==> src/rtl/debounce_edge_if.sv <==
// Signal bundle between the debounce/edge stage and its consumer.
// The master drives the synchronised level and the counter clear; the slave returns the debounced results.
interface debounce_edge_if #(
  parameter int unsigned CNT_W = 8
);
  logic             sync_in;
  logic             cnt_clr;
  logic             level_out;
  logic             rise_pulse;
  logic             fall_pulse;
  logic [CNT_W-1:0] event_cnt;
  logic             cnt_sat;

  modport master (
    output sync_in,
    output cnt_clr,
    input  level_out,
    input  rise_pulse,
    input  fall_pulse,
    input  event_cnt,
    input  cnt_sat
  );

  modport slave (
    input  sync_in,
    input  cnt_clr,
    output level_out,
    output rise_pulse,
    output fall_pulse,
    output event_cnt,
    output cnt_sat
  );
endinterface

==> src/rtl/debounce_edge.sv <==
// Debounces an already-synchronised level and emits rise/fall pulses.
// It also keeps a saturating count of debounced rises.
module debounce_edge #(
  parameter int unsigned STABLE_CYCLES = 16,
  parameter int unsigned CNT_W         = 8
) (
  input logic             clk,
  input logic             rstn,
  debounce_edge_if.slave  bus
);

  localparam int unsigned STAB_W = $clog2(STABLE_CYCLES + 1);
  localparam logic [STAB_W-1:0] STAB_LAST = STAB_W'(STABLE_CYCLES - 1);
  localparam logic [CNT_W-1:0]  CNT_MAX   = {CNT_W{1'b1}};

  typedef enum logic [1:0] {
    ST_LOW   = 2'd0,
    CHK_HIGH = 2'd1,
    ST_HIGH  = 2'd2,
    CHK_LOW  = 2'd3
  } state_t;

  state_t             state;
  logic [STAB_W-1:0]  stab_cnt;
  logic               level_q;
  logic               rise_q;
  logic               fall_q;
  logic [CNT_W-1:0]   cnt_q;
  logic               sat_q;

  // Stability FSM: a new level is accepted only after STABLE_CYCLES consecutive samples.
  always_ff @(posedge clk or negedge rstn) begin
    if (!rstn) begin
      state    <= ST_LOW;
      stab_cnt <= '0;
      level_q  <= 1'b0;
      rise_q   <= 1'b0;
      fall_q   <= 1'b0;
    end else begin
      rise_q <= 1'b0;
      fall_q <= 1'b0;
      case (state)
        ST_LOW: begin
          if (bus.sync_in) begin
            state    <= CHK_HIGH;
            stab_cnt <= STAB_W'(1);
          end else begin
            stab_cnt <= '0;
          end
        end
        CHK_HIGH: begin
          if (!bus.sync_in) begin
            state    <= ST_LOW;
            stab_cnt <= '0;
          end else if (stab_cnt == STAB_LAST) begin
            state    <= ST_HIGH;
            stab_cnt <= '0;
            level_q  <= 1'b1;
            rise_q   <= 1'b1;
          end else begin
            stab_cnt <= stab_cnt + STAB_W'(1);
          end
        end
        ST_HIGH: begin
          if (!bus.sync_in) begin
            state    <= CHK_LOW;
            stab_cnt <= STAB_W'(1);
          end else begin
            stab_cnt <= '0;
          end
        end
        CHK_LOW: begin
          if (bus.sync_in) begin
            state    <= ST_HIGH;
            stab_cnt <= '0;
          end else if (stab_cnt == STAB_LAST) begin
            state    <= ST_LOW;
            stab_cnt <= '0;
            level_q  <= 1'b0;
            fall_q   <= 1'b1;
          end else begin
            stab_cnt <= stab_cnt + STAB_W'(1);
          end
        end
        default: begin
          state    <= ST_LOW;
          stab_cnt <= '0;
          level_q  <= 1'b0;
        end
      endcase
    end
  end

  // Event counter follows rise_q by one cycle; a coincident clear is applied before the count.
  always_ff @(posedge clk or negedge rstn) begin
    if (!rstn) begin
      cnt_q <= '0;
      sat_q <= 1'b0;
    end else if (bus.cnt_clr) begin
      cnt_q <= rise_q ? CNT_W'(1) : '0;
      sat_q <= 1'b0;
    end else if (rise_q) begin
      if (cnt_q == CNT_MAX) begin
        sat_q <= 1'b1;
      end else begin
        cnt_q <= cnt_q + CNT_W'(1);
      end
    end
  end

  assign bus.level_out  = level_q;
  assign bus.rise_pulse = rise_q;
  assign bus.fall_pulse = fall_q;
  assign bus.event_cnt  = cnt_q;
  assign bus.cnt_sat    = sat_q;

endmodule

==> src/flat_wrapper.sv <==
// flat-port wrapper written by rule: the top's interface ports become plain ports
module debounce_edge_flat 
#(
  parameter int unsigned STABLE_CYCLES = 16,
  parameter int unsigned CNT_W         = 8
)
  (clk, rstn, bus_sync_in, bus_cnt_clr, bus_level_out, bus_rise_pulse, bus_fall_pulse, bus_event_cnt, bus_cnt_sat);
  debounce_edge_if #(.CNT_W(CNT_W)) bus_i ();
  input logic clk;
  input logic rstn;
  input wire logic [$bits(bus_i.sync_in)-1:0] bus_sync_in;
  input wire logic [$bits(bus_i.cnt_clr)-1:0] bus_cnt_clr;
  output wire logic [$bits(bus_i.level_out)-1:0] bus_level_out;
  output wire logic [$bits(bus_i.rise_pulse)-1:0] bus_rise_pulse;
  output wire logic [$bits(bus_i.fall_pulse)-1:0] bus_fall_pulse;
  output wire logic [$bits(bus_i.event_cnt)-1:0] bus_event_cnt;
  output wire logic [$bits(bus_i.cnt_sat)-1:0] bus_cnt_sat;
  assign bus_i.sync_in = bus_sync_in;
  assign bus_i.cnt_clr = bus_cnt_clr;
  assign bus_level_out = bus_i.level_out;
  assign bus_rise_pulse = bus_i.rise_pulse;
  assign bus_fall_pulse = bus_i.fall_pulse;
  assign bus_event_cnt = bus_i.event_cnt;
  assign bus_cnt_sat = bus_i.cnt_sat;
  debounce_edge #(.STABLE_CYCLES(STABLE_CYCLES), .CNT_W(CNT_W)) u_core (.clk(clk), .rstn(rstn), .bus(bus_i));
endmodule
==> config.mk <==
export PLATFORM = sky130hd
export DESIGN_NAME = debounce_edge_flat
export DESIGN_NICKNAME = d
export VERILOG_FILES = /design/src/rtl/debounce_edge_if.sv /design/src/rtl/debounce_edge.sv /design/src/flat_wrapper.sv
export SDC_FILE = /design/constraint.sdc
export NUM_CORES = 1
export LEC_CHECK = 0
export CORE_MARGIN = 3
export CORE_UTILIZATION = 50
export DETAILED_ROUTE_END_ITERATION = 6
export HOLD_SLACK_MARGIN = 0.06
export PLACE_DENSITY = 0.75
export SETUP_SLACK_MARGIN = 0.02
export SYNTH_ARGS = -nofsm -noshare
export SYNTH_HDL_FRONTEND = slang
export SYNTH_SLANG_ARGS = --single-unit
==> constraint.sdc <==
create_clock -name clk -period 2 [get_ports clk]
set_clock_uncertainty 0.1 [all_clocks]
set_input_delay 0.2 -clock clk [delete_from_list [all_inputs] [get_ports clk]]
set_output_delay 0.2 -clock clk [all_outputs]
set_load 0.01 [all_outputs]
* Word-level counts from Yosys, hierarchy flattened
Index checks and enable logic that the tools add are counted.
** Word-level totals
- Word-level logic and storage cells :: 61
- Bits in registers :: 19
- Output and inout port bits :: 12
- Input bits :: 4
** Cells by class
- Multiplexer cells :: 30
- Reduce and logical (&&, ||, !) cells :: 8
- $add $sub $neg :: 2
- Eq/ne operators :: 14
** Operators by type and width (count)
- $mux W8 :: 3
- $pmux W5 S4 :: 1
- $mux W1 :: 15
- $mux W5 :: 3
- $mux W2 :: 6
- $ne A2 B2 Y1 const B :: 5
- $add A8 B1 Y8 const B :: 1
- $eq A8 B8 Y1 const B :: 1
- $pmux W2 S4 :: 1
- $ne A3 B2 Y1 const B :: 2
- $reduce_bool A2 Y1 :: 3
- $add A5 B1 Y5 const B :: 1
- $eq A5 B4 Y1 const B :: 1
- $reduce_and A5 Y1 :: 1
- $eq A2 B2 Y1 const B :: 2
- $ne A2 B1 Y1 const B :: 2
- $reduce_and A2 Y1 :: 2
- $reduce_and A4 Y1 :: 1
- $eq A2 B1 Y1 const B :: 1
- $logic_not A2 Y1 :: 1
- $pmux W1 S2 :: 1

* Logic depth before layout (Yosys ltp)
Gate-level depths: netlist of run 1.
- Word-level depth :: 4
- Depth in mapped cells :: 4
- Gate-level depth less buffers :: 4

* Least setup slack after synthesis of run 1
OpenSTA, ideal clock, no wires.
- Kind :: flip-flop to flip-flop
- From :: register u_core.cnt_q[4], in the netlist u_core.bus.event_cnt[4]
- To :: register u_core.cnt_q[3], in the netlist u_core.bus.event_cnt[3]
- Path slack :: 0.516 ns
- Path buffers :: 1
- Cell stages (with the launch flop) :: 5
- Clock period less this slack :: 1.484 ns
- Library setup time :: 0.125 ns
- Required time :: 1.775 ns
- Data arrival time :: 1.258 ns
- Path through :: dfrtp_1 > and4_1 > buf_6 > a31oi_4 > mux2_4
** Between the ends
- Longest elaborated chain between the ends :: 3
** RTL lines
- from (decl) :: line debounce_edge.sv:28 : logic [CNT_W-1:0] cnt_q;
- from (signal assigned) :: line debounce_edge.sv:100 : cnt_q <= rise_q ? CNT_W'(1) : '0;
- from (signal assigned) :: line debounce_edge.sv:106 : cnt_q <= cnt_q + CNT_W'(1);
- $eq A8 B8 Y1 :: line debounce_edge.sv:103 : if (cnt_q == CNT_MAX) begin
- $ne A2 B2 Y1 (no source line)
- $reduce_and A2 Y1 (no source line)
Every way passes these cells.
A chain may end at the register's enable or synchronous reset.

* Worst setup path in the final report of run 1
- From :: register u_core.cnt_q[7], in the netlist u_core.bus.event_cnt[7]
- To :: output port bus_event_cnt[7]
** RTL lines
- to (decl) :: line flat_wrapper.sv:16 : output wire logic [$bits(bus_i.event_cnt)-1:0] bus_event_cnt;
No word-level cell between the ends.

==> results of run 1 <==
sequential cells by signal, indices dropped and copies added (netlist names), named ones only:
signal / flops
u_core.bus.cnt_sat: 1
u_core.bus.event_cnt: 8
u_core.bus.fall_pulse: 1
u_core.bus.level_out: 1
u_core.bus.rise_pulse: 1
u_core.stab_cnt: 5
u_core.state: 1
placed cells by master, fill, tap and decap left out:
cell	count
a211o_1	1
a211oi_1	1
a21oi_1	7
a311oi_1	1
a31oi_1	3
a31oi_4	1
a41oi_1	1
and2_1	2
and3_1	2
and4_1	2
and4b_1	2
buf_4	1
clkbuf_4	3
clkdlybuf4s50_1	15
clkinvlp_4	1
dfrtp_1	19
ha_1	2
inv_1	2
mux2_1	1
mux2_4	1
mux2i_1	1
nand2_1	3
nand2b_1	3
nand3_1	5
nand4_1	3
nor2_1	4
nor2b_1	1
nor3_1	6
nor3b_1	4
o21ai_0	1
o21bai_1	1
o41ai_1	1
xnor2_1	1
xor2_1	2
power by group:
part / leakage (uW) / total [uW] / switching, uW / internal [uW]
Clock: 0.0000139 / 199 / 123 / 75.9
Combinational: 0.000197 / 38.5 / 21.0 / 17.5
Sequential: 0.000259 / 400 / 8.02 / 392
final cells by class:
type	instances	area, um2
flip-flops and latches	19	475
clock inverters	1	7.51
inverters	2	7.51
fillers	142	608
clock buffers	3	22.5
repair buffers	16	158
multi-input cells	63	435
well taps	25	31.3
cells by family (layout without fill, tap and decap cells):
family | Yosys count | in the layout | synth area share [%]
XOR/XNOR | 3 | 3 | 2.79
buffers and inverters | 6 | 22 | 3.45
AND/OR/NAND/NOR | 37 | 37 | 23.1
AO/OA/AOI/OAI | 18 | 18 | 13.8
multiplexers | 3 | 3 | 3.85
flip-flops | 19 | 19 | 50.4
adder cells (fa/ha/maj) | 2 | 2 | 2.65
routing by layer:
layer	part of all wire, %	routed length [um]
met1	51	899
met3	3.3	58
met4	1.3	23
met5	0	0
met2	45	790
stage by stage:
stage / instances / total power [uW]
3_3_place_gp: 125 / 446
3_5_place_dp: 125 / 448
2_1_floorplan: 88 / 425
4_1_cts: 129 / 648
6_report: 129 / 638
5_1_grt: 129 / 676
worst min path at each step:
stage / to / depth (start not counted) / from / slack, ps
2_1_floorplan: async pin / 0 / rstn / -200
3_5_place_dp: u_core.bus.cnt_sat$_DFFE_PN0P_ / 2 / u_core.bus.cnt_sat$_DFFE_PN0P_ / 390
6_report: u_core.bus.event_cnt[4]$_DFFE_PN0P_ / 2 / rstn / 120
3_3_place_gp: u_core.bus.cnt_sat$_DFFE_PN0P_ / 2 / u_core.bus.cnt_sat$_DFFE_PN0P_ / 390
4_1_cts: u_core.bus.event_cnt[4]$_DFFE_PN0P_ / 2 / rstn / 120
5_1_grt: u_core.stab_cnt[2]$_DFF_PN0_ / 2 / rstn / 140
==> impl_metrics.py, run 1 <==
metrics = {
    "timing": {
        "rsz0062_at_grt": "no",
        "slew_headroom_pct": 71.3,
        "hold_viol_final": 0,
        "finalSetupViolCount": 0,
        "timing.fmax_mhz": 565,
        "drv_slew": 0,
        "period_share_pct": 88.5,
        "holdWs_ps": 118,
        "tightestPinTransition_ps": 429,
        "fin_tns_setup_ps": 0,
        "fin_ws_ps": 230,
        "fin_crit_ps": 1770,
    },
    "logic_synthesis": {
        "ys.warnings.count": 0,
        "yosysUniqueCellTypes": 33,
        "ys_ff_latch": 19,
        "yosys-top-cells-count": "dfrtp_1 (19), a21oi_1 (7), nor3_1 (6)",
        "netlist.top_cell.by_area": "dfrtp_1",
        "ys_seq_area_share_pct": 50.4,
        "syn_nets": 94,
        "netlist_area_um2": 943,
        "synthArstFlopShare_pct": 100,
        "synth_area_per_cell_um2": 10.7,
        "netlist_instances": 88,
        "synth_edf_count": 0,
        "yosys.area.top_type_share_pct": 50.4,
        "synth_most_common_cell": "dfrtp_1",
        "synthFlopType": "dfrtp_1",
        "yosys-top-cells-area": "dfrtp_1 (50%), a21oi_1 (3.7%), nor3_1 (3.2%), nor3b_1 (3.2%), ha_1 (2.7%)",
    },
    "layout": {
        "design_area_mm2": 0.00114,
        "final_layout_size_suffix_gt1_share_pct": 6.73,
        "utilization_pct": 65.2,
        "diodes": 0,
        "fin_nets": 111,
        "area_growth_pct": 20.6,
    },
    "die": {
        "core_mm2": 0.00175,
        "dieArea_mm2": 0.00244,
        "start_util_pct": 54.1,
        "die_width_um": 49.4,
        "fp-row-count": 15,
        "ios": 16,
        "die_height_um": 49.4,
    },
    "critical_path": {
        "reg2regPathDepth": 4,
        "setup.worst_path.class": "reg2out",
        "cp.depth": 1,
        "critPathLaunchType": "flop",
        "crit_chain": "clkdlybuf4s50_1",
        "slowest_stage": "clkdlybuf4s50_1",
        "critPathCapture": "bus_event_cnt[7]",
        "critical_path_buf_inv_count": 1,
        "worstSetupStartpoint": "u_core.bus.event_cnt[7]$_DFFE_PN0P_",
        "rrSetupSlack_ps": 410,
        "arrival_ps": 1470,
        "critical_path_required_ps": 1700,
        "crit_family": "buffers and inverters",
        "critPathCaptureType": "primary output",
        "slowest_delay_ps": 610,
        "worstReg2RegStart": "u_core.stab_cnt[0]$_DFF_PN0_",
        "path_max_fanout": 10,
    },
    "clocking": {
        "clkTransAtPathRegs_ps": 120,
        "ctsLongestPathBuffers": 2,
        "cts_tree": "done",
        "cts_setup_buffers": 0,
        "cts_sinks": 19,
        "cts_resized": 0,
        "root_buffer": "clkbuf_4",
        "htreeDepth": 1,
        "ctsHoldBuffers": 0,
        "clk_latency_ps": 290,
        "cts_buffers": 3,
    },
    "drt": {
        "wl_per_cell_um": 13.7,
        "drtPass1Iterations": 4,
        "via_per_inst": 5.57,
        "vias": 719,
        "wirelength_mm": 1.77,
        "drcViolationCount": 0,
        "drt-initial-drc-count": 6,
        "antenna_left": 0,
    },
    "pwr": {
        "leakage_uw": 0.000470,
        "p_per_area_mw_per_mm2": 561,
        "ir_drop_mv": 0.463,
    },
    "global_routing": {
        "antenna_found_initial": 0,
        "top_usage_layer": "met1",
        "overflow": 0,
        "grtUsageTotal_pct": 16.4,
        "grt_pass1_vias": 627,
        "grt_max_degree": 20,
        "grt_util_met2_pct": 21.9,
        "met1_usage_pct": 26.3,
        "met3_usage_pct": 1.83,
        "grt_pass1_wl_mm": 3.04,
    },
    "placement": {
        "hpwlAfterDp_mm": 1.26,
        "gp_congestion": 0.844,
        "io_buffers": 15,
        "dpl_worst_slack_ps": 417,
        "placed_area_mm2": 0.00111,
    },
    "outcome": {
        "status": "completed",
    },
    "run": {
        "maxCapViolCount": 0,
    },
    "hold_path": {
        "hold_class": "in2async",
    },
}
No activity file was read; power rests on OpenSTA's default activity.
==> inputs of run 2 (changes only) <==
--- a/config.mk
+++ b/config.mk
@@ -5,9 +5,9 @@
 export SDC_FILE = /design/constraint.sdc
 export NUM_CORES = 1
 export LEC_CHECK = 0
-export CORE_MARGIN = 3
 export CORE_UTILIZATION = 50
 export DETAILED_ROUTE_END_ITERATION = 6
+export GPL_ROUTABILITY_DRIVEN = 0
 export HOLD_SLACK_MARGIN = 0.06
 export PLACE_DENSITY = 0.75
 export SETUP_SLACK_MARGIN = 0.02
==> impl_metrics.py, run 2 (synthesis results as in run 1) <==
metrics = {
    "global_routing": {
        "overflow": 0,
        "met1_usage_pct": 27.9,
        "met3_usage_pct": 2.38,
        "grtUsageTotal_pct": 18.7,
        "top_usage_layer": "met1",
        "antenna_found_initial": 0,
        "grt_pass1_wl_mm": 2.78,
        "grt_pass1_vias": 638,
        "grt_util_met2_pct": 27.4,
        "grt_max_degree": 20,
    },
    "die": {
        "start_util_pct": 54.1,
        "dieArea_mm2": 0.00206,
        "ios": 16,
        "die_width_um": 45.4,
        "die_height_um": 45.4,
        "fp-row-count": 15,
        "core_mm2": 0.00175,
    },
    "critical_path": {
        "setup.worst_path.class": "reg2out",
        "critical_path_buf_inv_count": 1,
        "rrSetupSlack_ps": 400,
        "slowest_stage": "clkdlybuf4s50_1",
        "crit_chain": "clkdlybuf4s50_1",
        "critPathCaptureType": "primary output",
        "slowest_delay_ps": 610,
        "critical_path_required_ps": 1700,
        "arrival_ps": 1440,
        "reg2regPathDepth": 4,
        "cp.depth": 1,
        "crit_family": "buffers and inverters",
        "path_max_fanout": 10,
        "critPathLaunchType": "flop",
    },
    "timing": {
        "period_share_pct": 87.1,
        "fin_tns_setup_ps": 0,
        "rsz0062_at_grt": "no",
        "fin_crit_ps": 1740,
        "drv_slew": 0,
        "hold_viol_final": 0,
        "timing.fmax_mhz": 574,
        "finalSetupViolCount": 0,
        "tightestPinTransition_ps": 440,
        "slew_headroom_pct": 70.6,
    },
    "layout": {
        "n_fill_cell": 149,
        "diodes": 0,
        "fin_nets": 111,
        "finalNonFillerCells": 129,
        "largest_reg_flops": 8,
        "final_layout_size_suffix_gt1_share_pct": 6.73,
        "area_growth_pct": 20.3,
        "final_cell_mix": "dfrtp_1 (19), clkdlybuf4s50_1 (15), a21oi_1 (7)",
        "final_common_cell": "dfrtp_1",
    },
    "drt": {
        "wl_per_cell_um": 13.2,
        "via_per_inst": 5.80,
        "drt-initial-drc-count": 15,
        "vias": 748,
        "drcViolationCount": 0,
        "wirelength_mm": 1.70,
        "antenna_left": 0,
        "drtPass1Iterations": 4,
    },
    "placement": {
        "dpl.cell_count": 125,
        "hpwlAfterDp_mm": 1.21,
        "io_buffers": 15,
    },
    "clocking": {
        "clk_latency_ps": 290,
        "ctsLongestPathBuffers": 2,
        "cts_sinks": 19,
        "cts_buffers": 3,
        "htreeDepth": 1,
        "cts_resized": 0,
        "clkTransAtPathRegs_ps": 110,
        "root_buffer": "clkbuf_4",
        "ctsHoldBuffers": 0,
        "cts_setup_buffers": 0,
        "cts_tree": "done",
    },
    "pwr": {
        "ir_drop_mv": 0.529,
        "p_per_area_mw_per_mm2": 559,
        "leakage_uw": 0.000473,
    },
    "outcome": {
        "status": "completed",
    },
    "run": {
        "maxCapViolCount": 0,
    },
    "hold_path": {
        "hold_class": "in2async",
    },
}
==> run 2: area by class of cell <==
cell class                 count  area [um2]  share of cell area, %
inverter                       2        7.51                  0.662
tap                           25        31.3                   2.76
multi-input combinational     63         435                   38.4
clock inverter                 1        5.00                  0.441
sequential                    19         475                   41.9
timing repair buffer          16         158                   13.9
clock buffer                   3        22.5                   1.98
==> run 2: report_power, final <==
part	switching, uW	internal, uW
clock	120	74.3
combinational	21.1	17.6
sequential	8.05	392
==> run 2: worst reg2reg max path, delay by kind of cell (launching register included) <==
kind / cells / cell delay [ps]
fa+ha+maj: 1 / 340
simple gates: 1 / 240
compound gates: 1 / 190
mux: 1 / 200
flops: 1 / 460
==> run 2: final timing paths <==
path | start | endpoint
worst min register to register | flop | u_core.bus.rise_pulse$_DFF_PN0_
min in group clk | flop | u_core.bus.rise_pulse$_DFF_PN0_
max in group asynchronous | rstn | async pin
worst min-delay path | rstn | u_core.bus.event_cnt[3]$_DFFE_PN0P_
worst max-delay path | u_core.bus.event_cnt[7]$_DFFE_PN0P_ | bus_event_cnt[7]
worst max register to register | u_core.bus.event_cnt[0]$_DFFE_PN0P_ | u_core.bus.event_cnt[1]$_DFFE_PN0P_
==> run 2: per-stage QoR <==
step                instance area, um2  power [uW]  hold slack (ps)  utilization, %  setup WS [ps]
floorplan                          943         425             -196               -            516
detailed placement                1110         447              391            63.4            420
CTS                               1130         639              132            65.0            252
finish                            1130         634              122            65.0            258
global placement                  1110         446              396            63.4            455
global route                      1130         655              152            65.0            184
==> run 2: routing by layer <==
| layer | vias up | share of wire [%] |
|---|---|---|
| met4 | 0 | 0.82 |
| met3 | 2 | 5.0 |
| met1 | 363 | 50 |
| met2 | 27 | 44 |
| met5 | - | 0 |
| li1 | 356 | - |
==> inputs of run 3 (changes only) <==
--- a/config.mk
+++ b/config.mk
@@ -5,6 +5,7 @@
 export SDC_FILE = /design/constraint.sdc
 export NUM_CORES = 1
 export LEC_CHECK = 0
+export CORE_MARGIN = 2
 export CORE_UTILIZATION = 50
 export DETAILED_ROUTE_END_ITERATION = 6
 export GPL_ROUTABILITY_DRIVEN = 0
==> impl_metrics.py, run 3 (synthesis results as in run 1) <==
metrics = {
    "run": {
        "maxCapViolCount": 0,
    },
    "pwr": {
        "p_per_area_mw_per_mm2": 562,
        "ir_drop_mv": 0.386,
        "leakage_uw": 0.000473,
    },
    "drt": {
        "wl_per_cell_um": 13.4,
        "drcViolationCount": 0,
        "drtPass1Iterations": 4,
        "wirelength_mm": 1.73,
        "antenna_left": 0,
        "vias": 759,
        "drt-initial-drc-count": 12,
        "via_per_inst": 5.88,
    },
    "placement": {
        "dpl.cell_count": 125,
        "hpwlAfterDp_mm": 1.22,
        "placed_area_mm2": 0.00111,
        "dpl_worst_slack_ps": 445,
        "io_buffers": 15,
    },
    "timing": {
        "holdWs_ps": 110,
        "period_share_pct": 88.8,
        "fin_crit_ps": 1780,
        "fin_ws_ps": 223,
        "slew_headroom_pct": 71.9,
        "drv_slew": 0,
        "finalSetupViolCount": 0,
        "rsz0062_at_grt": "no",
        "hold_viol_final": 0,
        "fin_tns_setup_ps": 0,
        "tightestPinTransition_ps": 420,
        "timing.fmax_mhz": 563,
    },
    "die": {
        "start_util_pct": 54.1,
        "die_width_um": 47.4,
        "die_height_um": 47.4,
        "ios": 16,
        "core_mm2": 0.00175,
        "fp-row-count": 15,
        "dieArea_mm2": 0.00225,
    },
    "global_routing": {
        "overflow": 0,
        "grt_max_degree": 20,
        "grt_pass1_wl_mm": 3.06,
        "grtUsageTotal_pct": 19.3,
        "antenna_found_initial": 0,
        "grt_pass1_vias": 701,
    },
    "clocking": {
        "htreeDepth": 1,
        "cts_setup_buffers": 0,
        "cts_resized": 0,
        "clk_latency_ps": 300,
        "cts_buffers": 3,
        "ctsLongestPathBuffers": 2,
        "cts_sinks": 19,
        "root_buffer": "clkbuf_4",
        "cts_tree": "done",
        "ctsHoldBuffers": 0,
        "clkTransAtPathRegs_ps": 110,
    },
    "critical_path": {
        "slowest_stage": "clkdlybuf4s50_1",
        "critPathLaunchType": "flop",
        "critical_path_buf_inv_count": 1,
        "critPathCaptureType": "primary output",
        "crit_chain": "clkdlybuf4s50_1",
        "arrival_ps": 1480,
        "path_max_fanout": 10,
        "setup.worst_path.class": "reg2out",
        "slowest_delay_ps": 610,
        "crit_family": "buffers and inverters",
        "critical_path_required_ps": 1700,
    },
    "layout": {
        "multi_input_area_um2": 435,
        "design_area_mm2": 0.00113,
        "fin_nets": 111,
        "n_fill_cell": 142,
        "seq_area_um2": 475,
        "area_growth_pct": 20.3,
        "largest_reg_flops": 8,
        "diodes": 0,
        "final_common_cell": "dfrtp_1",
        "final_layout_size_suffix_gt1_share_pct": 6.73,
        "finalNonFillerCells": 129,
        "final_cell_mix": "dfrtp_1 (19), clkdlybuf4s50_1 (15), a21oi_1 (7)",
    },
    "hold_path": {
        "hold_class": "in2async",
    },
    "outcome": {
        "status": "completed",
    },
}
[run 3: cell counts in the layout (fill, tap and decap cells not counted)]
No cell type changed its count.
[run 3: where the power goes]
group | total, uW | internal (uW) | leakage (uW) | switching [uW]
Clock | 199 | 74.6 | 0.0000177 | 125
Sequential | 400 | 392 | 0.000259 | 7.83
Combinational | 38.7 | 17.6 | 0.000197 | 21.1
[run 3: stage by stage]
| stage | util (%) | total power (uW) |
|---|---|---|
| floorplan | - | 425 |
| global placement | 63.4 | 446 |
| detailed placement | 63.4 | 447 |
| CTS | 65.0 | 643 |
| global route | 65.0 | 666 |
| finish | 65.0 | 638 |
[run 3: final timing paths]
check                                                         start  slack, ps                                  end  cells after the start
min in group clk                     u_core.bus.cnt_sat$_DFFE_PN0P_        410       u_core.bus.cnt_sat$_DFFE_PN0P_                      2
worst min-delay path                                           rstn        110          u_core.state[0]$_DFFE_PN0P_                      2
worst min register to register       u_core.bus.cnt_sat$_DFFE_PN0P_        410       u_core.bus.cnt_sat$_DFFE_PN0P_                      2
max in group asynchronous                                      rstn       1500                            async pin                      2
worst max-delay path            u_core.bus.event_cnt[7]$_DFFE_PN0P_        220                     bus_event_cnt[7]                      1
worst max register to register  u_core.bus.event_cnt[0]$_DFFE_PN0P_        430  u_core.bus.event_cnt[1]$_DFFE_PN0P_                      4
[run 3: area by class of cell]
type,count,area share (%)
clock buffers,3,1.98
clock inverters,1,0.441
inverters,2,0.662
multi-input cells,63,38.4
flip-flops and latches,19,41.9
well taps,25,2.76
repair buffers,16,13.9
[run 3: routing by layer]
layer  up-vias  global-route usage [%]  routed length, um
met5         -                       0                  0
met4         0                    9.44                 24
met3         4                    3.77                 71
met2        18                    27.3                788
met1       370                    28.2                846
li1        367                       -                  -
